<file path="config.mk">
export PLATFORM = sky130hd
export DESIGN_NAME = ahb_uart_tx
export DESIGN_NICKNAME = d
export VERILOG_FILES = /design/src/rtl/ahb_uart_pkg.sv /design/src/rtl/sync_fifo.sv /design/src/rtl/ahb_uart_tx.sv
export SDC_FILE = /design/constraint.sdc
export NUM_CORES = 1
export LEC_CHECK = 0
export CORE_UTILIZATION = 60
export CTS_BUF_LIST = sky130_fd_sc_hd__clkbuf_4
export DETAILED_ROUTE_END_ITERATION = 16
export PLACE_DENSITY_LB_ADDON = 0.3
export SYNTH_ARGS = -nofsm -noshare
export SYNTH_HDL_FRONTEND = slang
export SYNTH_SLANG_ARGS = --single-unit
</file>
<file path="constraint.sdc">
create_clock -name i_clk -period 5.8 [get_ports i_clk]
set_input_delay 0.58 -clock i_clk [delete_from_list [all_inputs] [get_ports i_clk]]
set_output_delay 0.58 -clock i_clk [all_outputs]
set_load 0.02 [all_outputs]
</file>
<file path="src/rtl/ahb_uart_pkg.sv">
// ---------------------------------------------------------------
// ahb_uart_pkg : register map, bit indices and FSM states for ahb_uart_tx
// Rev 1.0
// ---------------------------------------------------------------
`default_nettype none

package ahb_uart_pkg;

  localparam logic [1:0] REG_DATA    = 2'd0;
  localparam logic [1:0] REG_STATUS  = 2'd1;
  localparam logic [1:0] REG_BAUDDIV = 2'd2;
  localparam logic [1:0] REG_CTRL    = 2'd3;

  localparam int ST_BUSY      = 0;
  localparam int ST_FULL      = 1;
  localparam int ST_EMPTY     = 2;
  localparam int ST_OVF       = 3;
  localparam int ST_LEVEL_LSB = 4;

  localparam int CTRL_EN    = 0;
  localparam int CTRL_IRQEN = 1;

  typedef enum logic [1:0] {
    TX_IDLE  = 2'd0,
    TX_START = 2'd1,
    TX_DATA  = 2'd2,
    TX_STOP  = 2'd3
  } tx_state_t;

endpackage

`default_nettype wire

</file>
<file path="src/rtl/sync_fifo.sv">
// ---------------------------------------------------------------
// sync_fifo : single-clock FIFO with full/empty/level and fall-through read
// Rev 1.0
// ---------------------------------------------------------------
`default_nettype none

module sync_fifo #(
  parameter int WIDTH = 8,
  parameter int DEPTH = 8
) (
  input  logic                     clk,
  input  logic                     rst,
  input  logic                     push,
  input  logic                     pop,
  input  logic [WIDTH-1:0]         din,
  output logic [WIDTH-1:0]         dout,
  output logic                     full,
  output logic                     empty,
  output logic [$clog2(DEPTH):0]   level
);

  localparam int AW = $clog2(DEPTH);
  localparam logic [AW:0] FULL_COUNT = (AW+1)'(DEPTH);

  logic [WIDTH-1:0] mem [DEPTH];
  logic [AW-1:0]    wr_ptr;
  logic [AW-1:0]    rd_ptr;
  logic [AW:0]      count;
  logic             do_push;
  logic             do_pop;

  // A simultaneous pop frees a slot, so a push into a full FIFO still lands
  assign do_pop  = pop & ~empty;
  assign do_push = push & (~full | do_pop);

  assign full  = (count == FULL_COUNT);
  assign empty = (count == '0);
  assign level = count;
  assign dout  = mem[rd_ptr];

  always_ff @(posedge clk or posedge rst) begin
    if (rst) begin
      wr_ptr <= '0;
      rd_ptr <= '0;
      count  <= '0;
    end else begin
      if (do_push) wr_ptr <= wr_ptr + 1'b1;
      if (do_pop)  rd_ptr <= rd_ptr + 1'b1;
      case ({do_push, do_pop})
        2'b10:   count <= count + 1'b1;
        2'b01:   count <= count - 1'b1;
        default: count <= count;
      endcase
    end
  end

  always_ff @(posedge clk) begin
    if (do_push) mem[wr_ptr] <= din;
  end

endmodule

`default_nettype wire

</file>
<file path="src/rtl/ahb_uart_tx.sv">
// ---------------------------------------------------------------
// ahb_uart_tx : AHB-Lite slave feeding a TX FIFO into an 8N1 serializer
// Rev 1.0
// ---------------------------------------------------------------
`default_nettype none

module ahb_uart_tx
  import ahb_uart_pkg::*;
#(
  parameter int          FIFO_DEPTH    = 8,
  parameter logic [15:0] BAUDDIV_RESET = 16'd12
) (
  input  logic        i_clk,
  input  logic        i_reset,
  input  logic        HSEL,
  input  logic [31:0] HADDR,
  input  logic [1:0]  HTRANS,
  input  logic        HWRITE,
  input  logic [2:0]  HSIZE,
  input  logic [31:0] HWDATA,
  input  logic        HREADY,
  output logic [31:0] HRDATA,
  output logic        HREADYOUT,
  output logic        HRESP,
  output logic        o_uart_tx,
  output logic        o_irq
);

  localparam int LW = $clog2(FIFO_DEPTH) + 1;

  logic          dp_valid, dp_write;
  logic [1:0]    dp_addr;
  logic [1:0]    ctrl;
  logic [15:0]   baud;
  logic          ovf;
  tx_state_t     state, state_nxt;
  logic [7:0]    shreg;
  logic [15:0]   div_lat, cnt;
  logic [2:0]    bitcnt;
  logic          irq_r;
  logic          fifo_full, fifo_empty;
  logic [LW-1:0] fifo_level;
  logic [7:0]    fifo_dout;
  logic          wr_en, push, pop, bit_end;
  logic [31:0]   level_ext;
  logic [3:0]    level_sat;
  logic [31:0]   status;
  logic          unused;

  assign unused    = ^{HSIZE, HADDR[31:4], HADDR[1:0], HTRANS[0], HWDATA[31:16], level_ext[31:4]};
  assign HREADYOUT = 1'b1;
  assign HRESP     = 1'b0;
  assign o_irq     = irq_r;

  always_ff @(posedge i_clk or posedge i_reset) begin
    if (i_reset) begin
      dp_valid <= 1'b0;
      dp_write <= 1'b0;
      dp_addr  <= 2'd0;
    end else begin
      dp_valid <= HSEL & HREADY & HTRANS[1];
      if (HSEL & HREADY & HTRANS[1]) begin
        dp_addr  <= HADDR[3:2];
        dp_write <= HWRITE;
      end
    end
  end

  assign wr_en = dp_valid & dp_write;
  assign push  = wr_en & (dp_addr == REG_DATA);

  always_ff @(posedge i_clk or posedge i_reset) begin
    if (i_reset) begin
      ctrl <= 2'd0;
      baud <= BAUDDIV_RESET;
      ovf  <= 1'b0;
    end else begin
      if (wr_en && dp_addr == REG_CTRL)    ctrl <= HWDATA[1:0];
      if (wr_en && dp_addr == REG_BAUDDIV) baud <= HWDATA[15:0];
      if (push && fifo_full && !pop)
        ovf <= 1'b1;
      else if (wr_en && dp_addr == REG_STATUS && HWDATA[ST_OVF])
        ovf <= 1'b0;
    end
  end

  sync_fifo #(.WIDTH(8), .DEPTH(FIFO_DEPTH)) u_fifo (
    .clk   (i_clk),
    .rst   (i_reset),
    .push  (push),
    .pop   (pop),
    .din   (HWDATA[7:0]),
    .dout  (fifo_dout),
    .full  (fifo_full),
    .empty (fifo_empty),
    .level (fifo_level)
  );

  assign level_ext = 32'(fifo_level);
  assign level_sat = (level_ext > 32'd15) ? 4'hF : level_ext[3:0];

  always_comb begin
    status                          = '0;
    status[ST_BUSY]                 = (state != TX_IDLE);
    status[ST_FULL]                 = fifo_full;
    status[ST_EMPTY]                = fifo_empty;
    status[ST_OVF]                  = ovf;
    status[ST_LEVEL_LSB +: 4]       = level_sat;
  end

  always_comb begin
    HRDATA = '0;
    if (dp_valid && !dp_write) begin
      case (dp_addr)
        REG_STATUS:  HRDATA = status;
        REG_BAUDDIV: HRDATA = {16'd0, baud};
        REG_CTRL:    HRDATA = {30'd0, ctrl};
        default:     HRDATA = '0;
      endcase
    end
  end

  assign bit_end = (cnt == 16'd0);

  always_ff @(posedge i_clk or posedge i_reset) begin
    if (i_reset) state <= TX_IDLE;
    else         state <= state_nxt;
  end

  always_comb begin
    state_nxt = state;
    pop       = 1'b0;
    case (state)
      TX_IDLE:
        if (ctrl[CTRL_EN] && !fifo_empty) begin
          pop       = 1'b1;
          state_nxt = TX_START;
        end
      TX_START:
        if (bit_end) state_nxt = TX_DATA;
      TX_DATA:
        if (bit_end && bitcnt == 3'd7) state_nxt = TX_STOP;
      TX_STOP:
        if (bit_end) begin
          // Chain straight into the next frame so queued bytes leave gap-free
          if (ctrl[CTRL_EN] && !fifo_empty) begin
            pop       = 1'b1;
            state_nxt = TX_START;
          end else begin
            state_nxt = TX_IDLE;
          end
        end
      default: state_nxt = TX_IDLE;
    endcase
  end

  always_ff @(posedge i_clk or posedge i_reset) begin
    if (i_reset) begin
      shreg   <= 8'd0;
      div_lat <= 16'd0;
      cnt     <= 16'd0;
      bitcnt  <= 3'd0;
      irq_r   <= 1'b0;
    end else begin
      irq_r <= ctrl[CTRL_IRQEN] & fifo_empty & (state == TX_IDLE);
      if (pop) begin
        shreg   <= fifo_dout;
        div_lat <= baud;
        cnt     <= baud;
      end else if (state != TX_IDLE) begin
        if (bit_end) begin
          cnt <= div_lat;
          if (state == TX_START) bitcnt <= 3'd0;
          if (state == TX_DATA) begin
            shreg  <= shreg >> 1;
            bitcnt <= bitcnt + 3'd1;
          end
        end else begin
          cnt <= cnt - 16'd1;
        end
      end
    end
  end

  assign o_uart_tx = (state == TX_START) ? 1'b0 :
                     (state == TX_DATA)  ? shreg[0] : 1'b1;

endmodule

`default_nettype wire

</file>
==> metrics.log, run 1 <==
INFO  metric r2r-end = u_fifo.level[2]
INFO  metric cp_common_cell = sky130_fd_sc_hd__inv_1
INFO  metric grt_pass1_wl = 21700 um
INFO  metric vias_per_cell = 5.97
INFO  metric leakage = roughly 2.9 nW
INFO  metric timing.reg2reg.setup_slack = around 1.9 ns
INFO  metric route.detailed.wl_per_inst = 17.9 um
INFO  metric cells_after_synth = about 550
INFO  metric drt-initial-drc-count = 261
INFO  metric power.clock.fraction = between 10% and 20%
INFO  metric design.portCount = between 100 and 150
INFO  metric startpoint = state[0]
INFO  metric clk_path_buf_depth = 2
INFO  metric report.final.slew_viol_count = 0
INFO  metric routed_wl = approximately 13000 um
INFO  metric vias_in_the_first_global_route = between 4000 and 5000
INFO  metric clock-skew-final = approximately 0.019 ns
INFO  metric core = between 10000 and 15000 um2
INFO  metric ir_drop = a little over 300 uV
INFO  metric clock_sink_total = approximately 140
INFO  metric ys_ff_latch = 143
INFO  metric gr-usage-all-layers = around a quarter
INFO  metric place.detailed.hpwl = 8810 um
INFO  metric dp_worst_setup_slack = 1.94 ns
INFO  metric root_buffer = sky130_fd_sc_hd__clkbuf_4
INFO  metric worstPathMaxFanout = 17
INFO  metric finalWeightedCongestion = 0.843
INFO  metric post_cts_buffers = 0
INFO  metric drt_pass1_iterations = 5
INFO  metric period_share = 69.0%
INFO  metric fp.dieW = about 110 um
INFO  metric critical_path.cell_chain = inv_1 > ha_1 > inv_1 > mux2_2 > a21oi_1 > nor2_1 > clkdlybuf4s50_1
INFO  metric cts_tree = done
INFO  metric synth-warning-count = 0
INFO  metric min_period = about 4.0 ns
INFO  metric rsz0062_at_grt = false
INFO  metric synthToLayoutAreaGrowth = 10.5%
INFO  metric die-height = around 110 um
INFO  metric end_kind = output pin
INFO  metric avgSynthCellArea = about 12 um2
INFO  metric final_hold_viol_count = 0
INFO  metric worst_max_slew_pin_slew = 1.33 ns
INFO  metric cts_buffers = 17
INFO  metric max_freq = 250 MHz
INFO  metric site_row_count = 38
INFO  metric timing.rr.start = u_fifo.level[2]
INFO  metric worst_ep_required_time = between 5 and 6 ns
INFO  metric num_antenna_cells = 0
INFO  metric cts-hold-fix-buffers = 0
INFO  metric p_sw = between 1 and 1.5 mW
INFO  metric htree_levels = 4
INFO  metric crit_arrival = 3.42 ns
INFO  metric total_of_endpoints_with_negative_setup_slack_in_the_final_report = 0
INFO  metric clkSlewWorstSetupHoldPaths = around 0.14 ns
INFO  metric synth_async_sr_flop_share = ~55%
INFO  metric route.vias.total = between 4000 and 5000
INFO  metric post_synth_instance_area = 6720 um2
INFO  metric sw_frac_of_total = a little under two fifths
INFO  metric setup_total_negative_slack = 0 ns
INFO  metric internal_power = 1.96 mW
INFO  metric cts_repair_resize_count = 0
INFO  metric grt-ovfl-total = 0
INFO  metric layout-drive-gt1-share = around 16%
INFO  metric drc = 0
INFO  metric class_of_the_tightest_hold_or_removal_check = reg2reg
INFO  metric grt_start_max_net_pins = 80
INFO  metric timing_worst_setup_path_type = reg2out
INFO  metric synth_flop_cell = sky130_fd_sc_hd__dfrtp_1
INFO  metric result_of_the_run = finished, final reports clean
INFO  metric number_of_port_buffers = between 40 and 50
INFO  metric worstSetupStartpointType = flip-flop
INFO  metric critical_path.endpoint = HRDATA[0]
INFO  metric max_stage_delay = 0.65 ns
INFO  metric power.combinational.fraction = between 20% and 30%
INFO  metric finalPower = between 3 and 4 mW
INFO  metric sequentialPowerShare = roughly half
INFO  metric yosys.cell_types.count = 59
INFO  metric number_of_antenna_violations_at_the_first_check_in_global_routing = 0
INFO  metric rr_worst_depth = 10
INFO  metric max_cap_viol_count = 0
INFO  metric clk-insertion-delay-late = about 0.56 ns
INFO  metric initial_core_util = around three fifths
INFO  metric slew_headroom = between 10% and 20%
INFO  metric fp.dieArea = about 12000 um2
INFO  metric postLayoutSetupSlackWorst = ~1.8 ns
INFO  metric yosysSeqAreaShare = between 50% and 60%
INFO  metric final_nets = around 670
INFO  metric synth_edf_count = 64
INFO  metric critical_path.slowest_cell = sky130_fd_sc_hd__ha_1
INFO  metric min_delay_path_depth = 2
INFO  metric cellPowerDensity = 421 nW/um2
INFO  metric final_core_utilization = 68.2%
INFO  metric detail-route-antenna-nets = 0
-- power by group through the flow --
stage	sequential, mW	combinational [mW]	clock [mW]
6_report	1.57	0.932	0.623
5_1_grt	1.61	1.04	0.669
4_1_cts	1.57	0.938	0.628
3_5_place_dp	1.58	0.933	0
3_3_place_gp	1.57	0.891	0
2_1_floorplan	1.47	0.803	0
-- logic make-up (layout without fill, tap and decap cells) --
logic type	Yosys count	count (layout)	share of synthesized area, %
other	2	18	0.112
DFF	143	143	58.1
muxes	53	53	11.5
adders and majority gates	11	11	2.05
AOI/OAI and AO/OA	83	83	8.16
buffers and inverters	55	90	4.68
xor gates and xnor gates	8	8	1.04
and+or+nand+nor	194	194	14.3
-- layout make-up --
class | instances | area [um2]
well taps | 140 | 175
flip-flops and latches | 143 | 3900
fillers | 777 | 3460
clock inverters | 15 | 146
multi-input cells | 367 | 2570
clock buffers | 17 | 128
repair buffers | 49 | 470
inverters | 9 | 35.0
-- metrics by stage --
step	instance area, um2	instances	hold slack [ns]
after floorplan	6780	565	0.437
after global routing	7420	740	0.521
final	7420	740	0.484
after global placement	7150	708	0.450
after CTS	7420	740	0.485
after detailed placement	7150	708	0.456
-- worst min path at each step --
stage / end / start
2_1_floorplan: div_lat[11] / div_lat[11]
3_3_place_gp: div_lat[0] / div_lat[0]
3_5_place_dp: div_lat[0] / div_lat[0]
6_report: div_lat[11] / div_lat[11]
4_1_cts: div_lat[0] / div_lat[0]
5_1_grt: div_lat[1] / div_lat[1]
-- worst max-delay path: cells and delay by family, from the launching register on --
family	cells	cell delay, ns
buffers and inverters	3	1.19
adders and majority gates	1	0.65
DFF	1	0.42
muxes	1	0.40
AOI/OAI and AO/OA	1	0.14
and+or+nand+nor	1	0.06
-- synthesized netlist by cell type (all sizes together) (3+ instances only) --
master  count  area [um2]
mux4       16         360
o21ai      20         104
ha         11         138
clkbuf     15        56.3
nand3       9        50.1
a21oi      22         121
o211ai      5        42.5
nand2b     10        62.6
nor2b      10        62.6
edfxtp     64        1920
nor3b       5        37.5
buf        31         224
nor4       10        83.8
a211oi      8        60.1
a31oi       7        43.8
nand2      78         293
inv         9        33.8
mux2i      12         133
a22oi       6        45.0
o41ai       6        52.6
nand4       4        31.3
nor3       12        60.1
mux2       25         282
and2        9        56.3
xnor2       5        43.8
xor2        3        26.3
nor2       35         131
dfrtp      77        1930
-- per-layer routing --
metal	share of wire [%]	track usage [%]	up-vias	wire, um
li1	-	-	2040	-
met1	45	35.6	2193	5940
met2	48	38.4	160	6360
met3	5.6	5.87	22	734
met4	1.4	9.69	0	187
met5	0	0	-	0
-- cells in the final DEF (no fill, tap or decap), types with 7 or more instances in the layout --
cell type	instances
sky130_fd_sc_hd__ha_1	11
sky130_fd_sc_hd__clkbuf_4	17
sky130_fd_sc_hd__nor4_1	8
sky130_fd_sc_hd__nor2b_1	10
sky130_fd_sc_hd__clkdlybuf4s50_1	41
sky130_fd_sc_hd__mux4_2	16
sky130_fd_sc_hd__a31oi_1	7
sky130_fd_sc_hd__nand2b_1	10
sky130_fd_sc_hd__buf_4	8
sky130_fd_sc_hd__dfrtp_1	77
sky130_fd_sc_hd__mux2i_1	11
sky130_fd_sc_hd__a211oi_1	8
sky130_fd_sc_hd__edfxtp_1	64
sky130_fd_sc_hd__nand2_1	78
sky130_fd_sc_hd__and2_1	9
sky130_fd_sc_hd__conb_1	18
sky130_fd_sc_hd__a21oi_1	21
sky130_fd_sc_hd__nand3_1	8
sky130_fd_sc_hd__inv_1	8
sky130_fd_sc_hd__nor2_1	35
sky130_fd_sc_hd__mux2_2	23
sky130_fd_sc_hd__o21ai_0	16
sky130_fd_sc_hd__nor3_1	12
-- registers in the layout, summed over array words and instances (netlist names) --
register	cells
u_fifo.level	4
cnt	16
ovf	1
div_lat	16
ctrl	2
dp_write	1
u_fifo.mem	64
u_fifo.rd_ptr	3
dp_addr	2
bitcnt	3
state	2
shreg	8
dp_valid	1
baud	16
u_fifo.wr_ptr	3
o_irq	1
Power figures use the tool's default switching activity.
==> run 2, diff against run 1 <==
- CORE_UTILIZATION: 60 -> 50
- clock period: 5.8 -> 3.55 ns (I/O delays scaled with it)
==> run 2 against run 1 <==
- flip-flop and latch count stayed put
- via count grew 0.11%
- final cell count increased by 5.5%
- first-iteration DRC count is 6.1% lower
- worst hold slack got worse by 0.14 ns
- critical path type unchanged
- combinational power is 64% higher
- critical path depth fell by 3
- routed wire length grew 1.1%
==> metrics.log, run 2 (synthesis results as in run 1) <==
INFO  metric leakage = 2.90 nW (+1.0%)
INFO  metric clk_path_buf_depth = 2 (unchanged)
INFO  metric registers.top_by_ff_count = u_fifo.mem
INFO  metric route.detailed.wl_per_inst = 17.1 um (-4.3%)
INFO  metric grt_start_max_net_pins = 60 (-25%)
INFO  metric gr-usage-all-layers = 20.3% (-5.0 points)
INFO  metric root_buffer = sky130_fd_sc_hd__clkbuf_4
INFO  metric p_sw = 1.90 mW (+62%)
INFO  metric min_period = 3.09 ns
INFO  metric final_hold_viol_count = 0 (unchanged)
INFO  metric number_of_antenna_violations_at_the_first_check_in_global_routing = 0 (unchanged)
INFO  metric worstSetupStartpointType = flip-flop
INFO  metric largest_reg_flops = 64 (unchanged)
INFO  metric max_freq = 324 MHz
INFO  metric class_of_the_tightest_hold_or_removal_check = in2async
INFO  metric setup_total_negative_slack = 0 ns (unchanged)
INFO  metric n_fill_cell = 1047 (+35%)
INFO  metric drt-initial-drc-count = 245 (-6.1%)
INFO  metric grt-ovfl-total = 0 (unchanged)
INFO  metric wl_met2 = 6330 um (-0.52%)
INFO  metric end_kind = output pin
INFO  metric power.clock.fraction = 18.1% (-1.8 points)
INFO  metric total_of_endpoints_with_negative_setup_slack_in_the_final_report = 0 (unchanged)
INFO  metric period_share = between 80 and 90%
INFO  metric core = 12900 um2 (+18%)
INFO  metric cts_buffers = 17 (unchanged)
INFO  metric met3WireLength = 813 um (+11%)
INFO  metric mostFrequentLayoutCells = sky130_fd_sc_hd__nand2_1 (78), sky130_fd_sc_hd__dfrtp_1 (77), sky130_fd_sc_hd__edfxtp_1 (64), sky130_fd_sc_hd__clkdlybuf4s50_1 (41), sky130_fd_sc_hd__nor2_1 (35)
INFO  metric initial_core_util = 52.2% (-9.5 points)
INFO  metric cts_repair_resize_count = 0 (unchanged)
INFO  metric slew_headroom = 29.9% (+19 points)
INFO  metric clock-skew-final = 0.0255 ns (+0.00657 ns)
INFO  metric fp.dieArea = 13900 um2 (+20%)
INFO  metric internal_power = 3.16 mW (+61%)
INFO  metric route.vias.total = 4420 (+0.11%)
INFO  metric grt_pass1_wl = 22000 um (+1.2%)
INFO  metric cts_tree = done
INFO  metric clk-insertion-delay-late = 0.53 ns (-0.03 ns)
INFO  metric die-height = 118 um (+9.4%)
INFO  metric num_antenna_cells = 0 (unchanged)
INFO  metric power.combinational.fraction = 30.2% (+0.4 points)
INFO  metric worst_ep_required_time = 3.19 ns (-2.03 ns)
INFO  metric max_cap_viol_count = 0 (unchanged)
INFO  metric clkSlewWorstSetupHoldPaths = 0.13 ns (about the same)
INFO  metric critical_path.cell_chain = nand2b_1 > nor3b_1 > and2_1 > clkdlybuf4s50_1
INFO  metric layout-drive-gt1-share = 16.7% (+1.1 points)
INFO  metric vias_in_the_first_global_route = 4426 (+2.7%)
INFO  metric worst_max_slew_pin_slew = 1.04 ns (-0.284 ns)
INFO  metric htree_levels = 4 (unchanged)
INFO  metric dp_worst_setup_slack = 0.658 ns (-1.28 ns)
INFO  metric highest_layer = met4
INFO  metric timing_worst_setup_path_type = reg2out
INFO  metric max_stage_delay = 0.64 ns (about the same)
INFO  metric finalPower = 5.06 mW (+62%)
INFO  metric whs = 0.339 ns (-0.145 ns)
INFO  metric crit_arrival = 2.73 ns (-0.69 ns)
INFO  metric number_of_port_buffers = 41 (unchanged)
INFO  metric cpLargestDelayFamily = simple AND/OR/NAND/NOR gates
INFO  metric detail-route-antenna-nets = 0 (unchanged)
INFO  metric finalWeightedCongestion = 0.822 (-2.5%)
INFO  metric fp.dieW = 118 um (+9.4%)
INFO  metric critical_path.slowest_cell = sky130_fd_sc_hd__nor3b_1
INFO  metric post_cts_buffers = 0 (unchanged)
INFO  metric place.detailed.hpwl = 9240 um (+4.8%)
INFO  metric worstPathMaxFanout = 9 (-8)
INFO  metric vias_per_cell = 5.66 (-5.1%)
INFO  metric cellPowerDensity = 674 nW/um2 (+60%)
INFO  metric layout_commonest_cell = sky130_fd_sc_hd__nand2_1
INFO  metric postLayoutSetupSlackWorst = 0.461 ns (-1.34 ns)
INFO  metric synthToLayoutAreaGrowth = 11.7%
INFO  metric final_nets = 681 (+1.3%)
INFO  metric site_row_count = 41 (+7.9%)
INFO  metric sequentialPowerShare = 51.7% (+1.4 points)
INFO  metric routed_wl = 13400 um (+1.1%)
INFO  metric drt-met1-wl = 6060 um (+2.0%)
INFO  metric report.final.slew_viol_count = 0 (unchanged)
INFO  metric drt_pass1_iterations = 5 (unchanged)
INFO  metric rsz0062_at_grt = false
INFO  metric ir_drop = 335 uV (+9.7%)
INFO  metric worst-path-buf-inv = 1 (-2)
INFO  metric result_of_the_run = finished, final reports clean
INFO  metric sw_frac_of_total = 37.5% (+0.086 points)
INFO  metric design.portCount = 110 (unchanged)
INFO  metric clock_sink_total = 143 (unchanged)
INFO  metric cts-hold-fix-buffers = 0 (unchanged)
INFO  metric drc = 0 (unchanged)
run 2: worst paths after layout:
kind	from	endpoint	slack, ns	cells after the start
max	dp_write	HRDATA[10]	0.46	4
min	i_reset	cnt[15]	0.34	2
max reg2reg	cnt[0]	u_fifo.level[2]	0.60	12
min reg2reg	div_lat[0]	div_lat[0]	0.49	2
max in group asynchronous	i_reset	div_lat[7]	2.36	3
min in group i_clk	HADDR[2]	dp_addr[0]	0.44	2
run 2: power by group through the flow:
stage | combinational [mW] | sequential, mW | clock (mW)
floorplan | 1.31 | 2.40 | 0
global placement | 1.47 | 2.62 | 0
detailed placement | 1.53 | 2.64 | 0
CTS | 1.53 | 2.61 | 0.942
global route | 1.70 | 2.68 | 1.00
finish | 1.53 | 2.61 | 0.915
run 2: area by class of cell:
class | instances | area [um2] | share of cell area, %
clock buffers | 18 | 135 | 1.80
multi-input cells | 367 | 2570 | 34.2
flip-flops and latches | 143 | 3900 | 52.0
well taps | 172 | 215 | 2.87
repair buffers | 58 | 538 | 7.17
clock inverters | 14 | 110 | 1.47
inverters | 9 | 35.0 | 0.467
run 2: metrics by stage:
stage          utilization [%]  instance area, um2  cells
6_report                  58.3                7500    781
5_1_grt                   58.3                7500    781
4_1_cts                   58.3                7500    781
3_5_place_dp              56.4                7260    749
3_3_place_gp              56.4                7260    749
2_1_floorplan                -                6780    565
run 2: worst register-to-register path, stage by stage (launching register included):
cell                       delay (ns)
sky130_fd_sc_hd__dfrtp_1         0.45
sky130_fd_sc_hd__inv_1           0.08
sky130_fd_sc_hd__ha_1            0.21
sky130_fd_sc_hd__nor4bb_1        0.36
sky130_fd_sc_hd__nand4_2         0.24
sky130_fd_sc_hd__a21o_2          0.29
sky130_fd_sc_hd__nor2_1          0.12
sky130_fd_sc_hd__xor2_1          0.08
sky130_fd_sc_hd__ha_1            0.20
sky130_fd_sc_hd__or3_1           0.34
sky130_fd_sc_hd__a211oi_1        0.20
sky130_fd_sc_hd__a41oi_1         0.09
sky130_fd_sc_hd__xnor2_1         0.17
run 2: layer usage:
| layer | vias up | track usage [%] |
|---|---|---|
| li1 | 2058 | - |
| met1 | 2169 | 28.2 |
| met2 | 174 | 31.4 |
| met3 | 19 | 4.31 |
| met4 | 0 | 7.85 |
| met5 | - | 0 |
